==> config.mk <==
export PLATFORM = sky130hd
export DESIGN_NAME = soc_timer_flat
export DESIGN_NICKNAME = d
export VERILOG_FILES = /design/src/rtl/soc_timer_if.sv /design/src/rtl/soc_timer.sv /design/src/flat_wrapper.sv
export SDC_FILE = /design/constraint.sdc
export NUM_CORES = 1
export LEC_CHECK = 0
export BUFFER_PORTS_ARGS = -buffer_cell sky130_fd_sc_hd__buf_2
export CAP_MARGIN = 10
export CORE_ASPECT_RATIO = 0.5
export CORE_UTILIZATION = 42
export CTS_CLUSTER_DIAMETER = 60
export DETAILED_ROUTE_END_ITERATION = 6
export PLACE_DENSITY_LB_ADDON = 0.3
export SLEW_MARGIN = 10
export SYNTH_ARGS = -nofsm -noshare
export SYNTH_HDL_FRONTEND = slang
export SYNTH_SLANG_ARGS = --single-unit
==> constraint.sdc <==
create_clock -name clk -period 5.2 [get_ports clk]
set_input_delay 0.78 -clock clk [delete_from_list [all_inputs] [get_ports clk]]
set_output_delay 0.78 -clock clk [all_outputs]
set_load 0.03 [all_outputs]
==> src/rtl/soc_timer_if.sv <==
// PicoRV32 native memory bus, as seen by one peripheral slave.
//
// Handshake: the master holds mem_valid, mem_addr, mem_wdata and mem_wstrb
// stable until it samples mem_ready=1. The slave raises mem_ready for exactly
// one cycle per accepted request. mem_rdata is meaningful only while
// mem_ready=1 and is 0 otherwise. mem_wstrb=0 marks a read.
interface soc_timer_if;
    logic        mem_valid;
    logic [31:0] mem_addr;
    logic [31:0] mem_wdata;
    logic [3:0]  mem_wstrb;
    logic        mem_ready;
    logic [31:0] mem_rdata;

    modport master (
        output mem_valid, mem_addr, mem_wdata, mem_wstrb,
        input  mem_ready, mem_rdata
    );

    modport slave (
        input  mem_valid, mem_addr, mem_wdata, mem_wstrb,
        output mem_ready, mem_rdata
    );
endinterface

==> src/rtl/soc_timer.sv <==
// soc_timer: 32-bit timer/compare peripheral on the PicoRV32 memory bus.
// A 16-bit prescaler produces ticks; each tick advances COUNT and compares it
// against COMPARE. A match sets STATUS.pending and either reloads COUNT to 0
// or stops the timer (one-shot). irq = pending & irq_en, registered.
//
// Register map (offset = mem_addr[4:2]):
//   0x00 CTRL      [0] enable, [1] auto_reload, [2] irq_en
//   0x04 PRESCALE  [15:0]
//   0x08 COUNT     [31:0]
//   0x0C COMPARE   [31:0]
//   0x10 STATUS    [0] pending, write-1-to-clear
//   0x14-0x1C      read 0, writes ignored but acknowledged
module soc_timer #(
    parameter logic [31:0] BASE_ADDR      = 32'h0400_0000,
    parameter logic [15:0] RESET_PRESCALE = 16'd0
) (
    input  logic         clk,
    input  logic         resetn,
    soc_timer_if.slave   bus,
    output logic         irq
);

    localparam logic [2:0] OFF_CTRL     = 3'd0;
    localparam logic [2:0] OFF_PRESCALE = 3'd1;
    localparam logic [2:0] OFF_COUNT    = 3'd2;
    localparam logic [2:0] OFF_COMPARE  = 3'd3;
    localparam logic [2:0] OFF_STATUS   = 3'd4;

    // Architectural state
    logic        ctrl_enable;
    logic        ctrl_auto_reload;
    logic        ctrl_irq_en;
    logic [15:0] prescale;
    logic [31:0] count;
    logic [31:0] compare;
    logic        pending;
    logic [15:0] pre_cnt;

    // Next-state values
    logic        ctrl_enable_nxt;
    logic        ctrl_auto_reload_nxt;
    logic        ctrl_irq_en_nxt;
    logic [15:0] prescale_nxt;
    logic [31:0] count_nxt;
    logic [31:0] compare_nxt;
    logic        pending_nxt;
    logic [15:0] pre_cnt_nxt;

    // Bus decode
    logic        hit;
    logic        accept;
    logic        acc_write;
    logic [2:0]  offset;
    logic        wr_ctrl;
    logic        wr_prescale;
    logic        wr_count;
    logic        wr_compare;
    logic        wr_status_clr;
    logic [31:0] rd_data;

    // Timer events
    logic        tick;
    logic        match;

    // Byte lanes [1:0] never select a register; they are consumed here so the
    // address port is fully referenced.
    logic        unused_addr_bits;
    assign unused_addr_bits = ^bus.mem_addr[1:0];

    // Replace only the byte lanes whose strobe is set.
    function automatic logic [31:0] merge_bytes(
        input logic [31:0] old_v,
        input logic [31:0] new_v,
        input logic [3:0]  strb
    );
        logic [31:0] r;
        for (int b = 0; b < 4; b++) begin
            r[8*b +: 8] = strb[b] ? new_v[8*b +: 8] : old_v[8*b +: 8];
        end
        return r;
    endfunction

    assign hit       = bus.mem_valid && (bus.mem_addr[31:5] == BASE_ADDR[31:5]);
    // mem_ready is high in the cycle after acceptance, which blocks a second
    // acceptance of the same held request and forces one idle cycle.
    assign accept    = hit && !bus.mem_ready;
    assign acc_write = accept && (bus.mem_wstrb != 4'b0000);
    assign offset    = bus.mem_addr[4:2];

    assign wr_ctrl       = acc_write && (offset == OFF_CTRL) && bus.mem_wstrb[0];
    assign wr_prescale   = acc_write && (offset == OFF_PRESCALE) && (bus.mem_wstrb[1:0] != 2'b00);
    assign wr_count      = acc_write && (offset == OFF_COUNT);
    assign wr_compare    = acc_write && (offset == OFF_COMPARE);
    assign wr_status_clr = acc_write && (offset == OFF_STATUS) && bus.mem_wstrb[0] && bus.mem_wdata[0];

    assign tick  = ctrl_enable && (pre_cnt == prescale);
    assign match = (count == compare);

    // Read mux over the current (pre-edge) register state.
    always_comb begin
        rd_data = 32'd0;
        case (offset)
            OFF_CTRL:     rd_data = {29'd0, ctrl_irq_en, ctrl_auto_reload, ctrl_enable};
            OFF_PRESCALE: rd_data = {16'd0, prescale};
            OFF_COUNT:    rd_data = count;
            OFF_COMPARE:  rd_data = compare;
            OFF_STATUS:   rd_data = {31'd0, pending};
            default:      rd_data = 32'd0;
        endcase
    end

    // Next-state logic: hardware updates first, software writes override them,
    // and a match still sets pending over a same-cycle STATUS clear.
    always_comb begin
        ctrl_enable_nxt      = ctrl_enable;
        ctrl_auto_reload_nxt = ctrl_auto_reload;
        ctrl_irq_en_nxt      = ctrl_irq_en;
        prescale_nxt         = prescale;
        count_nxt            = count;
        compare_nxt          = compare;
        pending_nxt          = pending;
        pre_cnt_nxt          = pre_cnt;

        // Prescaler: held at 0 while disabled; 16-bit wrap lets a lowered
        // PRESCALE still be reached after passing through 0xFFFF.
        if (!ctrl_enable) begin
            pre_cnt_nxt = 16'd0;
        end else if (tick) begin
            pre_cnt_nxt = 16'd0;
        end else begin
            pre_cnt_nxt = pre_cnt + 16'd1;
        end

        // Counter and one-shot stop on a tick
        if (tick) begin
            if (match && ctrl_auto_reload) begin
                count_nxt = 32'd0;
            end else begin
                count_nxt = count + 32'd1;
            end
            if (match && !ctrl_auto_reload) begin
                ctrl_enable_nxt = 1'b0;
            end
        end

        // Software writes
        if (wr_ctrl) begin
            ctrl_enable_nxt      = bus.mem_wdata[0];
            ctrl_auto_reload_nxt = bus.mem_wdata[1];
            ctrl_irq_en_nxt      = bus.mem_wdata[2];
        end
        if (wr_prescale) begin
            prescale_nxt = merge_bytes({16'd0, prescale}, bus.mem_wdata, bus.mem_wstrb) & 32'h0000_FFFF;
        end
        if (wr_count) begin
            count_nxt = merge_bytes(count, bus.mem_wdata, bus.mem_wstrb);
        end
        if (wr_compare) begin
            compare_nxt = merge_bytes(compare, bus.mem_wdata, bus.mem_wstrb);
        end

        // Pending: clear, then let a match set it again
        if (wr_status_clr) begin
            pending_nxt = 1'b0;
        end
        if (tick && match) begin
            pending_nxt = 1'b1;
        end
    end

    // Register file, prescaler, counter and registered irq
    always_ff @(posedge clk or negedge resetn) begin
        if (!resetn) begin
            ctrl_enable      <= 1'b0;
            ctrl_auto_reload <= 1'b0;
            ctrl_irq_en      <= 1'b0;
            prescale         <= RESET_PRESCALE;
            count            <= 32'd0;
            compare          <= 32'd0;
            pending          <= 1'b0;
            pre_cnt          <= 16'd0;
            irq              <= 1'b0;
        end else begin
            ctrl_enable      <= ctrl_enable_nxt;
            ctrl_auto_reload <= ctrl_auto_reload_nxt;
            ctrl_irq_en      <= ctrl_irq_en_nxt;
            prescale         <= prescale_nxt;
            count            <= count_nxt;
            compare          <= compare_nxt;
            pending          <= pending_nxt;
            pre_cnt          <= pre_cnt_nxt;
            irq              <= pending_nxt & ctrl_irq_en_nxt;
        end
    end

    // One-cycle registered acknowledge; read data captured at acceptance
    always_ff @(posedge clk or negedge resetn) begin
        if (!resetn) begin
            bus.mem_ready <= 1'b0;
            bus.mem_rdata <= 32'd0;
        end else begin
            bus.mem_ready <= accept;
            bus.mem_rdata <= accept ? rd_data : 32'd0;
        end
    end

endmodule

==> src/flat_wrapper.sv <==
// flat-port wrapper written by rule: the top's interface ports become plain ports
module soc_timer_flat 
#(
    parameter logic [31:0] BASE_ADDR      = 32'h0400_0000,
    parameter logic [15:0] RESET_PRESCALE = 16'd0
)
  (clk, resetn, irq, bus_mem_valid, bus_mem_addr, bus_mem_wdata, bus_mem_wstrb, bus_mem_ready, bus_mem_rdata);
  soc_timer_if bus_i ();
  input  logic clk;
  input  logic resetn;
  output logic irq;
  input wire logic [$bits(bus_i.mem_valid)-1:0] bus_mem_valid;
  input wire logic [$bits(bus_i.mem_addr)-1:0] bus_mem_addr;
  input wire logic [$bits(bus_i.mem_wdata)-1:0] bus_mem_wdata;
  input wire logic [$bits(bus_i.mem_wstrb)-1:0] bus_mem_wstrb;
  output wire logic [$bits(bus_i.mem_ready)-1:0] bus_mem_ready;
  output wire logic [$bits(bus_i.mem_rdata)-1:0] bus_mem_rdata;
  assign bus_i.mem_valid = bus_mem_valid;
  assign bus_i.mem_addr = bus_mem_addr;
  assign bus_i.mem_wdata = bus_mem_wdata;
  assign bus_i.mem_wstrb = bus_mem_wstrb;
  assign bus_mem_ready = bus_i.mem_ready;
  assign bus_mem_rdata = bus_i.mem_rdata;
  soc_timer #(.BASE_ADDR(BASE_ADDR), .RESET_PRESCALE(RESET_PRESCALE)) u_core (.clk(clk), .resetn(resetn), .bus(bus_i), .irq(irq));
endmodule
==> results of run 1 <==
-- cell families (layout without fill, tap and decap cells) --
family / count (synthesis) / after routing / synth area share [%]
buffers and inverters: 66 / 156 / 4.37
adder cells (fa/ha/maj): 2 / 2 / 0.337
flip-flops: 134 / 134 / 45.2
AND/OR/NAND/NOR: 277 / 277 / 19.8
XOR/XNOR: 64 / 64 / 7.55
multiplexers: 60 / 60 / 9.46
AO/OA/AOI/OAI: 132 / 132 / 13.3
-- state kept, by name, summed over array words and instances (netlist names) --
name                     cells
u_core.bus.mem_rdata        32
u_core.bus.mem_ready         1
u_core.compare              32
u_core.count                32
u_core.ctrl_auto_reload      1
u_core.ctrl_enable           1
u_core.ctrl_irq_en           1
u_core.irq                   1
u_core.pending               1
u_core.pre_cnt              16
u_core.prescale             16
-- power groups by stage --
| stage | Clock [W] | Combinational [W] | Sequential (W) |
|---|---|---|---|
| detailed placement | 0 | 0.0000915 | 0.00106 |
| global placement | 0 | 0.0000904 | 0.00106 |
| CTS | 0.00121 | 0.0000920 | 0.00105 |
| floorplan | 0 | 0.0000255 | 0.00106 |
| global route | 0.00126 | 0.000101 | 0.00104 |
| finish | 0.00120 | 0.0000911 | 0.00105 |
-- metal layers --
metal,vias up,global-route usage [%],share of wire (%)
met5,-,0,0
met4,0,7.26,1.6
met3,34,5.83,8.5
met2,269,38.6,45
met1,3155,33.6,45
li1,2867,-,-
-- worst max-delay path: cells and delay by family --
kind                   cells  cell delay, ns
AO/OA/AOI/OAI              3            1.15
buffers and inverters      2            0.88
AND/OR/NAND/NOR            3            0.56
-- layout by cell type, fill, tap and decap left out, types with 3 or more instances in the layout --
master and count:
sky130_fd_sc_hd__nand3_1 30, sky130_fd_sc_hd__o211ai_1 12, sky130_fd_sc_hd__clkbuf_16 17, sky130_fd_sc_hd__a22oi_1 37
sky130_fd_sc_hd__a31oi_2 3, sky130_fd_sc_hd__xor2_1 17, sky130_fd_sc_hd__a21oi_1 6, sky130_fd_sc_hd__dfrtp_1 134
sky130_fd_sc_hd__buf_2 101, sky130_fd_sc_hd__a311oi_1 8, sky130_fd_sc_hd__nand4b_1 4, sky130_fd_sc_hd__a32oi_1 13
sky130_fd_sc_hd__o311ai_1 5, sky130_fd_sc_hd__buf_4 8, sky130_fd_sc_hd__mux2_2 58, sky130_fd_sc_hd__o21ai_0 16
sky130_fd_sc_hd__nand4_1 26, sky130_fd_sc_hd__nand2_1 53, sky130_fd_sc_hd__o21ai_1 8, sky130_fd_sc_hd__a31oi_1 9
sky130_fd_sc_hd__inv_1 14, sky130_fd_sc_hd__xnor2_1 47, sky130_fd_sc_hd__or2_2 4, sky130_fd_sc_hd__nor3_1 11
sky130_fd_sc_hd__clkinv_4 5, sky130_fd_sc_hd__and4_1 7, sky130_fd_sc_hd__or2_1 3, sky130_fd_sc_hd__clkinv_2 3
sky130_fd_sc_hd__nor4_1 17, sky130_fd_sc_hd__or3_1 6, sky130_fd_sc_hd__and3_1 16, sky130_fd_sc_hd__and2_1 3
sky130_fd_sc_hd__nor2_1 70
-- final cells by class --
cell class                 count  area, um2  area share (%)
clock buffer                  18        429            4.99
clock inverter                14        151            1.76
inverter                      14       52.6           0.611
multi-input combinational    535       3750            43.7
sequential                   134       3350            39.0
tap                          227        284            3.30
timing repair buffer         110        577            6.71
-- through the flow --
step	instances	setup WS, ns	hold WS (ns)	utilization, %	cell area (um2)
after floorplan	735	2.55	0.469	-	7420
after global placement	1020	1.82	0.493	47.7	8020
after detailed placement	1020	1.79	0.513	47.7	8020
after CTS	1052	2.22	0.503	51.2	8600
after global routing	1052	1.93	0.527	51.2	8600
final	1052	2.15	0.447	51.2	8600
-- final timing paths --
check | slack [ns] | to | from | cells after the start
min in group clk | 0.53 | u_core.pending | u_core.pending | 2
max in group asynchronous | 3.70 | u_core.count[21] | resetn | 2
max | 2.15 | u_core.count[2] | bus_mem_addr[2] | 8
min | 0.45 | u_core.pre_cnt[2] | resetn | 1
min reg2reg | 0.53 | u_core.pending | u_core.pending | 2
max reg2reg | 2.30 | u_core.count[0] | u_core.count[3] | 8
==> qor.tcl, run 1 <==
set qor(post_synth.cell_area_avg_um2) 10.1
set qor(sum_of_negative_setup_slack_ns) 0
set qor(ys_types) 71
set qor(postSynth.asyncResetShare_pct) 100
set qor(max-slew-margin-rel_pct) 23.4
set qor(synth.ff_latch_count) 134
set qor(timing.final.setup_violations) 0
set qor(synth_enable_flop_cells) 0
set qor(gp_congestion) 0.921
set qor(htreeDepth) 4
set qor(cts.path.max_buffers) 2
set qor(number_of_vias_per_cell_after_detailed_routing) 6.01
set qor(worstPathCellList) {buf_2 -> or3b_1 -> nor2_1 -> and3_1 -> a31oi_2 -> buf_4 -> a32oi_1 -> o211ai_1}
set qor(worst_path_largest_cell_delay_ns) 0.79
set qor(cts_tree) {done}
set qor(post_layout_nets) 885
set qor(total_switching_power_w) 0.000552
set qor(timing_limited_maximum_frequency_ghz) 0.328
set qor(first_global_vias) 6107
set qor(grt_overflow) 0
set qor(wl_per_cell_um) 20.2
set qor(worstMarginPinSlew_ns) 1.14
set qor(run_status) {complete, no violations}
set qor(synth_fp_nets) 808
set qor(postRouteWirelength_um) 21300
set qor(synthesis.yosys.warnings) 0
set qor(worst_hold_path_type) {primary input to asynchronous set/reset pin}
set qor(synth_most_common_cell) {sky130_fd_sc_hd__dfrtp_1}
set qor(timing.final.crit_period_ns) 3.05
set qor(drt_iter0_markers) 726
set qor(rows) 33
set qor(n_antenna_cell) 0
set qor(cp_slowest_cell) {sky130_fd_sc_hd__a31oi_2}
set qor(wire_length_of_the_first_global_routing_pass_um) 33900
set qor(peakVddDrop_uv) 161
set qor(post_synth_most_frequent_cells) {sky130_fd_sc_hd__dfrtp_1 (134), sky130_fd_sc_hd__nor2_1 (70), sky130_fd_sc_hd__mux2_2 (58)}
set qor(dp.final_hpwl_um) 15100
set qor(postSynthCellCount) 735
set qor(mappedNetlistArea_um2) 7420
set qor(clock_sinks) 134
set qor(p_total_w) 0.00233
set qor(slew_viol_final) 0
set qor(largest_net_degree_at_the_start_of_global_routing) 97
set qor(cts-hold-fix-buffers) 0
set qor(worst_setup_path_start_kind) {primary input}
set qor(power.static_leakage_nw) 3.78
set qor(combinationalPowerShare_pct) 3.9
set qor(fin_worst_skew_ns) 0.00881
set qor(cellPowerDensity_nw_per_um2) 271
set qor(clock_power_share_pct) 51.3
set qor(io_pins) 105
set qor(grt_antenna_before_repair) 0
set qor(initial_core_util_pct) 44.2
set qor(drive_gt1_share_pct) 27.0
set qor(critical_path_arrival_ns) 3.39
set qor(hold_viol) 0
set qor(post-synth-top-area-fraction_pct) 45.2
set qor(die_area_um2) 18200
set qor(internal_power_w) 0.00178
set qor(max_cap_viol_count) 0
set qor(share_seq_of_total_power_pct) 44.8
set qor(post-cts-setup-buffer-count) 0
set qor(timing.critical_path.required_ns) 5.53
set qor(tritoncts.num_buffers) 17
set qor(netlist_top_cells_area) {sky130_fd_sc_hd__dfrtp_1 (45%), sky130_fd_sc_hd__mux2_2 (8.8%), sky130_fd_sc_hd__xnor2_1 (5.5%)}
set qor(clock_insertion_delay_worst_skew_ns) 0.42
set qor(core-area_um2) 16800
set qor(synth-seq-area-share_pct) 45.2
set qor(detail_route.drc_violations) 0
set qor(dieWidth_um) 190
set qor(flip_flop_cell_with_the_highest_count_after_synthesis) {sky130_fd_sc_hd__dfrtp_1}
set qor(grt_setup_unrepaired) {no}
set qor(dr_total_vias) 6325
set qor(nature_of_the_critical_path_endpoint) {flip-flop}
set qor(grt_usage_pct) 24.5
set qor(fp.dieH_um) 96.0
set qor(yosys.area.top_type) {sky130_fd_sc_hd__dfrtp_1}
set qor(switching_share_pct) 23.7
set qor(fill_cells) 1519
set qor(syn2layout_area_growth_pct) 15.9
set qor(cts_repair_resize_count) 0
set qor(cts-root-buf) {sky130_fd_sc_hd__clkbuf_16}
set qor(antenna_violating_nets_post_route) 0
set qor(port_buffers) 102
set qor(period_share_pct) 58.7
set qor(critPathKind) {primary input to flip-flop}
set qor(crit_fanout) 30
set qor(cts.reportedPaths.clkPinSlew_ns) 0.06
set qor(detailedRoute.firstPassIterationCount) 5
(Power assumes the default switching activity.)
==> run 2, diff against run 1 <==
==> constraint.sdc (replaced) <==
create_clock -name clk -period 2.53 [get_ports clk]
set_input_delay 0.3795 -clock clk [delete_from_list [all_inputs] [get_ports clk]]
set_output_delay 0.3795 -clock clk [all_outputs]
set_load 0.03 [all_outputs]
==> qor.tcl, run 2 (synthesis results as in run 1) <==
set qor(first_global_vias) 6143 ;# was 6107
set qor(antenna_violating_nets_post_route) 0 ;# unchanged
set qor(run_status) {complete, no violations} ;# unchanged
set qor(max_cap_viol_count) 0 ;# unchanged
set qor(worst_hold_path_type) {primary input to flip-flop} ;# was primary input to asynchronous set/reset pin
set qor(power.static_leakage_nw) 4.03 ;# was 3.78 nW
set qor(n_antenna_cell) 0 ;# unchanged
set qor(detail_route.drc_violations) 0 ;# unchanged
set qor(critical_path_arrival_ns) 2.72 ;# was 3.39 ns
set qor(die_area_um2) 18200 ;# unchanged
set qor(timing.critical_path.required_ns) 2.82 ;# was 5.53 ns
set qor(postRouteWirelength_um) 21600 ;# was 21300 um
set qor(drt_iter0_markers) 729 ;# was 726
set qor(fill_cells) 1470 ;# was 1519
set qor(cts-root-buf) {sky130_fd_sc_hd__clkbuf_16} ;# unchanged
set qor(cellPowerDensity_nw_per_um2) 514 ;# was 271 nW/um2
set qor(worst_path_largest_cell_delay_ns) 0.57 ;# was 0.79 ns
set qor(worst_setup_path_start_kind) {flip-flop} ;# was primary input
set qor(drive_gt1_share_pct) 32.0 ;# was 27.0%
set qor(peakVddDrop_uv) 389 ;# was 161 uV
set qor(nature_of_the_critical_path_endpoint) {flip-flop} ;# unchanged
set qor(cts.path.max_buffers) 2 ;# unchanged
set qor(layout_common_cells) {sky130_fd_sc_hd__dfrtp_1 (131), sky130_fd_sc_hd__buf_2 (101), sky130_fd_sc_hd__nor2_1 (70), sky130_fd_sc_hd__mux2_2 (58), sky130_fd_sc_hd__nand2_1 (51)} ;# was sky130_fd_sc_hd__dfrtp_1 (134), sky130_fd_sc_hd__buf_2 (101), sky130_fd_sc_hd__nor2_1 (70), sky130_fd_sc_hd__mux2_2 (58), sky130_fd_sc_hd__nand2_1 (53)
set qor(initial_core_util_pct) 44.2 ;# unchanged
set qor(cts_tree) {done} ;# unchanged
set qor(largest_registers_in_the_final_layout) {u_core.bus.mem_rdata: 32 flops, u_core.compare: 32 flops, u_core.count: 32 flops} ;# unchanged
set qor(fin_worst_skew_ns) 0.0113 ;# was 0.00881 ns
set qor(max-slew-margin-rel_pct) 55.9 ;# was 23.4%
set qor(timing.final.setup_violations) 0 ;# unchanged
set qor(grt_overflow) 0 ;# unchanged
set qor(clock_sinks) 134 ;# unchanged
set qor(crit_path_buffers_inverters) 1 ;# was 2
set qor(port_buffers) 102 ;# unchanged
set qor(rows) 33 ;# unchanged
set qor(timing_limited_maximum_frequency_ghz) 0.412
set qor(grt_antenna_before_repair) 0 ;# unchanged
set qor(grt_usage_pct) 24.9 ;# was 24.5%
set qor(period_share_pct) 95.9
set qor(critPathKind) {flip-flop to flip-flop} ;# was primary input to flip-flop
set qor(crit_fanout) 5 ;# was 30
set qor(cts.reportedPaths.clkPinSlew_ns) 0.06 ;# about the same
set qor(detailedRoute.firstPassIterationCount) 6 ;# was 5
set qor(syn2layout_area_growth_pct) 21.8 ;# was 15.9%
set qor(core-area_um2) 16800 ;# unchanged
set qor(fp.dieH_um) 96.0 ;# unchanged
set qor(post_layout_nets) 935 ;# was 885
set qor(crit_family) {simple AND/OR/NAND/NOR gates} ;# was compound AO/OA/AOI/OAI gates
set qor(largest_net_degree_at_the_start_of_global_routing) 102 ;# was 97
set qor(gp_congestion) 0.923 ;# was 0.921
set qor(wire_length_of_the_first_global_routing_pass_um) 34300 ;# was 33900 um
set qor(wl_per_cell_um) 19.6 ;# was 20.2 um
set qor(worstMarginPinSlew_ns) 0.655 ;# was 1.14 ns
set qor(dr_total_vias) 6536 ;# was 6325
set qor(clock_insertion_delay_worst_skew_ns) 0.42 ;# about the same
set qor(final.hold.worst_slack_ns) 0.201 ;# was 0.447 ns
set qor(cp_slowest_cell) {sky130_fd_sc_hd__or4b_4} ;# was sky130_fd_sc_hd__a31oi_2
set qor(tritoncts.num_buffers) 17 ;# unchanged
set qor(dieWidth_um) 190 ;# unchanged
set qor(post-route-worst-setup-slack_ns) 0.103 ;# was 2.15 ns
set qor(timing.final.crit_period_ns) 2.43
set qor(worstPathCellList) {xor2_1 -> or4b_4 -> or2_1 -> o31ai_4 -> buf_4 -> a21boi_0 -> o21ai_0} ;# was buf_2 -> or3b_1 -> nor2_1 -> and3_1 -> a31oi_2 -> buf_4 -> a32oi_1 -> o211ai_1
set qor(preCtsSetupSlack_ns) 0.0293 ;# was 1.79 ns
set qor(htreeDepth) 4 ;# unchanged
set qor(number_of_vias_per_cell_after_detailed_routing) 5.94 ;# was 6.01
set qor(slew_viol_final) 0 ;# unchanged
set qor(dp.final_hpwl_um) 15800 ;# was 15100 um
set qor(io_pins) 105 ;# unchanged
set qor(final_common_cell) {sky130_fd_sc_hd__dfrtp_1} ;# unchanged
set qor(hold_viol) 0 ;# unchanged
run 2: changes by cell type in the layout (fill, tap and decap cells not counted), moves of 2 or more:
cell | previous run | this run
sky130_fd_sc_hd__buf_12 | 0 | 6
sky130_fd_sc_hd__dfrtp_2 | 0 | 3
sky130_fd_sc_hd__dfrtp_1 | 134 | 131
sky130_fd_sc_hd__buf_4 | 8 | 50
sky130_fd_sc_hd__xnor2_1 | 47 | 45
sky130_fd_sc_hd__nand2_2 | 1 | 3
sky130_fd_sc_hd__xnor2_2 | 0 | 2
sky130_fd_sc_hd__nand2_1 | 53 | 51
run 2: final cells by class:
cell class / instances / area (um2) / share of cell area [%]
flip-flops and latches: 134 / 3360 / 37.1
inverters: 14 / 52.6 / 0.581
well taps: 227 / 284 / 3.14
multi-input cells: 535 / 3780 / 41.8
repair buffers: 160 / 1030 / 11.4
clock inverters: 12 / 109 / 1.20
clock buffers: 18 / 429 / 4.75
run 2: worst paths after layout:
check | slack [ns] | depth (start not counted) | startpoint | end
hold / removal | 0.20 | 3 | bus_mem_wdata[21] | u_core.count[21]
max in group asynchronous | 1.53 | 3 | resetn | u_core.count[28]
setup reg to reg | 0.10 | 7 | u_core.pre_cnt[5] | u_core.count[13]
hold reg to reg | 0.53 | 1 | u_core.ctrl_irq_en | u_core.ctrl_irq_en
min in group asynchronous | 0.55 | 3 | resetn | u_core.prescale[5]
setup / recovery | 0.10 | 7 | u_core.pre_cnt[5] | u_core.count[13]
run 2: layer usage:
metal | GRT usage (%) | part of all wire [%] | vias up
met4 | 7.86 | 1.7 | 0
met2 | 38.1 | 44 | 275
met3 | 4.30 | 7.4 | 40
met1 | 35.9 | 47 | 3266
li1 | - | - | 2955
met5 | 0 | 0 | -
run 2: what timing repair did:
item | in CTS | in global routing
gates resized for setup | 0 | 10
endpoints found under the hold margin | 32 | 0
setup endpoints to repair | 0 | 33
buffers inserted | 0 | 1
hold buffers | 1 | 0
run 2: through the flow:
stage               setup TNS [ns]  area (um2)  util [%]  power (W)  cells
finish                           0        9040      53.8    0.00465   1100
global route              -0.00171        9040      53.8    0.00479   1100
CTS                              0        9000      53.5    0.00468   1099
detailed placement               0        8450      50.3    0.00238   1068
global placement                 0        8450      50.3    0.00238   1068
floorplan                        0        7420         -    0.00224    735
run 2: tightest hold or removal path, delay by kind of cell:
kind	cells	cell delay, ns
AND/OR/NAND/NOR	1	0.05
AO/OA/AOI/OAI	1	0.06
buffers and inverters	1	0.09
run 2: power by group:
| group | internal [W] | total (W) | switching [W] |
|---|---|---|---|
| Combinational | 0.0000697 | 0.000198 | 0.000129 |
| Sequential | 0.00215 | 0.00215 | 0.00000373 |
| Clock | 0.00134 | 0.00230 | 0.000965 |
==> run 3, diff against run 2 <==
--- a/config.mk
+++ b/config.mk
@@ -11,7 +11,7 @@
 export CORE_UTILIZATION = 42
 export CTS_CLUSTER_DIAMETER = 60
 export DETAILED_ROUTE_END_ITERATION = 6
-export PLACE_DENSITY_LB_ADDON = 0.3
+export PLACE_DENSITY = 0.73
 export SLEW_MARGIN = 10
 export SYNTH_ARGS = -nofsm -noshare
 export SYNTH_HDL_FRONTEND = slang
==> qor.tcl, run 3 (synthesis results as in run 1) <==
set qor(grt_setup_unrepaired) {no}
set qor(failed_checks) {design-rule violations, negative hold slack}
set qor(dr_total_vias) 6520 ;# was 6536
set qor(run_status) {finished, violations left} ;# was complete, no violations
set qor(global_route.usage.met3_pct) 5.03 ;# was 4.30%
set qor(fin_worst_skew_ns) 0.0108 ;# was 0.0113 ns
set qor(gr_util_met1_pct) 33.7 ;# was 35.9%
set qor(worstPathCellList) {and3_1 -> or4b_1 -> or2_1 -> or3_1 -> a21boi_1 -> o21ai_1} ;# was xor2_1 -> or4b_4 -> or2_1 -> o31ai_4 -> buf_4 -> a21boi_0 -> o21ai_0
set qor(cts.path.max_buffers) 2 ;# unchanged
set qor(n_antenna_cell) 0 ;# unchanged
set qor(max_cap_viol_count) 0 ;# unchanged
set qor(globalRoute.busiestLayer) {met2} ;# unchanged
set qor(power.static_leakage_nw) 4.05 ;# was 4.03 nW
set qor(port_buffers) 102 ;# unchanged
set qor(layout_common_cells) {sky130_fd_sc_hd__dfrtp_1 (131), sky130_fd_sc_hd__buf_2 (101), sky130_fd_sc_hd__nor2_1 (70), sky130_fd_sc_hd__mux2_2 (58), sky130_fd_sc_hd__buf_4 (53)} ;# was sky130_fd_sc_hd__dfrtp_1 (131), sky130_fd_sc_hd__buf_2 (101), sky130_fd_sc_hd__nor2_1 (70), sky130_fd_sc_hd__mux2_2 (58), sky130_fd_sc_hd__nand2_1 (51)
set qor(detailedRoute.firstPassIterationCount) 7 ;# was 6
set qor(grt_overflow) 0 ;# unchanged
set qor(cts-hold-fix-buffers) 0 ;# was 1
set qor(postRouteWirelength_um) 21600 ;# about the same
set qor(cts-root-buf) {sky130_fd_sc_hd__clkbuf_16} ;# unchanged
set qor(first_global_vias) 6163 ;# was 6143
set qor(combinationalPowerShare_pct) 4.1 ;# was 4.3%
set qor(cellPowerDensity_nw_per_um2) 534 ;# was 514 nW/um2
set qor(drive_gt1_share_pct) 32.0 ;# about the same
set qor(finalInstanceArea_um2) 9110 ;# was 9040 um2
set qor(fp.dieH_um) 96.0 ;# unchanged
set qor(crit_path_buffers_inverters) 0 ;# was 1
set qor(wl_per_cell_um) 19.6 ;# about the same
set qor(timing.critical_path.required_ns) 2.82 ;# about the same
set qor(initial_core_util_pct) 44.2 ;# unchanged
set qor(rows) 33 ;# unchanged
set qor(cts.reportedPaths.clkPinSlew_ns) 0.06 ;# about the same
set qor(switching_share_pct) 23.2 ;# was 23.6%
set qor(peakVddDrop_uv) 427 ;# was 389 uV
set qor(timing.final.setup_violations) 0 ;# unchanged
set qor(grt.met2_usage_pct) 39.1 ;# was 38.1%
set qor(critPathKind) {flip-flop to flip-flop} ;# unchanged
set qor(drt_iter0_markers) 646 ;# was 729
set qor(dieWidth_um) 190 ;# unchanged
set qor(sum_of_negative_setup_slack_ns) 0 ;# unchanged
set qor(post_layout_nets) 937 ;# was 935
set qor(largest_net_degree_at_the_start_of_global_routing) 68 ;# was 102
set qor(worst_path_largest_cell_delay_ns) 0.59 ;# was 0.57 ns
set qor(hold_viol) 61 ;# was 0
set qor(grt_usage_pct) 24.4 ;# was 24.9%
set qor(timing.final.crit_period_ns) 2.41 ;# was 2.43 ns
set qor(wire_length_of_the_first_global_routing_pass_um) 34000 ;# was 34300 um
set qor(worstMarginPinSlew_ns) 0.636 ;# was 0.655 ns
set qor(antenna_violating_nets_post_route) 0 ;# unchanged
set qor(slew_viol_final) 0 ;# unchanged
set qor(clock_sinks) 134 ;# unchanged
set qor(die_area_um2) 18200 ;# unchanged
set qor(worst_hold_path_type) {primary input to asynchronous set/reset pin} ;# was primary input to flip-flop
set qor(core-area_um2) 16800 ;# unchanged
set qor(max-slew-margin-rel_pct) 57.6 ;# was 55.9%
set qor(io_pins) 105 ;# unchanged
set qor(clock_power_share_pct) 51.7 ;# was 49.5%
set qor(number_of_vias_per_cell_after_detailed_routing) 5.91 ;# was 5.94
set qor(crit_fanout) 6 ;# was 5
set qor(worst_setup_path_start_kind) {flip-flop} ;# unchanged
set qor(p_total_w) 0.00486 ;# was 0.00465 W
set qor(layoutNonFillerInstCount) 1104 ;# was 1100
set qor(syn2layout_area_growth_pct) 22.7 ;# was 21.8%
set qor(cts_tree) {done} ;# unchanged
set qor(crit_family) {simple AND/OR/NAND/NOR gates} ;# unchanged
set qor(grt_antenna_before_repair) 0 ;# unchanged
set qor(largest_registers_in_the_final_layout) {u_core.bus.mem_rdata: 32 flops, u_core.compare: 32 flops, u_core.count: 32 flops} ;# unchanged
set qor(clock_insertion_delay_worst_skew_ns) 0.42 ;# about the same
set qor(period_share_pct) 95.2 ;# was 95.9%
set qor(share_seq_of_total_power_pct) 44.2 ;# was 46.2%
set qor(final_common_cell) {sky130_fd_sc_hd__dfrtp_1} ;# unchanged
set qor(internal_power_w) 0.00374 ;# was 0.00355 W
set qor(post_dp_cell_area_um2) 8490 ;# was 8450 um2
set qor(cp_slowest_cell) {sky130_fd_sc_hd__or4b_1} ;# was sky130_fd_sc_hd__or4b_4
set qor(final.hold.worst_slack_ns) -0.0421 ;# was 0.201 ns
set qor(nature_of_the_critical_path_endpoint) {flip-flop} ;# unchanged
set qor(gp_congestion) 0.967 ;# was 0.923
set qor(detail_route.drc_violations) 1 ;# was 0
set qor(htreeDepth) 4 ;# unchanged
set qor(total_switching_power_w) 0.00113 ;# was 0.00110 W
set qor(place.detailed.instances) 1071 ;# was 1068
set qor(critical_path_arrival_ns) 2.70 ;# was 2.72 ns
set qor(tritoncts.num_buffers) 17 ;# unchanged
set qor(timing_limited_maximum_frequency_ghz) 0.415 ;# was 0.412 GHz
set qor(dp.final_hpwl_um) 16000 ;# was 15800 um
==> run 3: cell types whose count changed in the layout (fill, tap and decap cells not counted), sizes merged <==
cell,previous run,this run
buf,159,162
bufinv,1,2
clkbuf,18,20
clkinv,8,2
clkinvlp,2,4
dlygate4sd3,1,0
inv,15,18
==> run 3: worst register-to-register path: cells and delay by family (launching register included) <==
kind,cells,cell delay [ns]
AOI/OAI and AO/OA,2,0.25
and+or+nand+nor,4,1.55
DFF,1,0.49
==> run 3: power groups by stage <==
| stage | clock network [W] | logic (W) | registers [W] |
|---|---|---|---|
| floorplan | 0 | 0.0000524 | 0.00219 |
| global placement | 0 | 0.000196 | 0.00219 |
| detailed placement | 0 | 0.000201 | 0.00219 |
| CTS | 0.00254 | 0.000201 | 0.00215 |
| global route | 0.00263 | 0.000220 | 0.00215 |
| finish | 0.00252 | 0.000199 | 0.00215 |
==> run 3: worst paths after layout <==
| kind | from | to | slack, ns | depth (start not counted) |
|---|---|---|---|---|
| max | u_core.count[3] | u_core.count[15] | 0.12 | 6 |
| min | resetn | u_core.bus.mem_rdata[6] | -0.04 | 1 |
| min in group clk | bus_mem_wdata[27] | u_core.count[27] | 0.20 | 3 |
| max in group asynchronous | resetn | u_core.count[2] | 1.93 | 2 |
| max reg2reg | u_core.count[3] | u_core.count[15] | 0.12 | 6 |
| min reg2reg | u_core.pending | u_core.pending | 0.51 | 2 |
==> run 3: cell type report <==
type / instances / area [um2]
timing repair buffer: 162 / 1050
tap: 227 / 284
inverter: 14 / 52.6
clock inverter: 12 / 143
multi-input combinational: 535 / 3760
fill: 1434 / 7700
sequential: 134 / 3360
clock buffer: 20 / 457
==> run 3: routing by layer <==
layer,share of wire [%],vias to the layer above
li1,-,2970
met1,44,3231
met2,47,287
met3,8.3,32
met4,1.4,0
met5,0,-
==> run 3: metrics by stage <==
| step | hold slack [ns] | utilization (%) | setup slack, ns |
|---|---|---|---|
| 3_5_place_dp | 0.434 | 50.5 | -0.00997 |
| 5_1_grt | 0.0177 | 54.2 | 0.00424 |
| 3_3_place_gp | 0.423 | 50.5 | 0.0687 |
| 6_report | -0.0421 | 54.2 | 0.121 |
| 4_1_cts | 0.00000677 | 54.1 | 0.0553 |
| 2_1_floorplan | 0.0839 | - | 0.0581 |
==> run 3: repair_timing <==
item | 4_1_cts | 5_1_grt
endpoints found under the setup margin | 0 | 10
buffers inserted | 0 | 1
gates resized for setup | 0 | 6
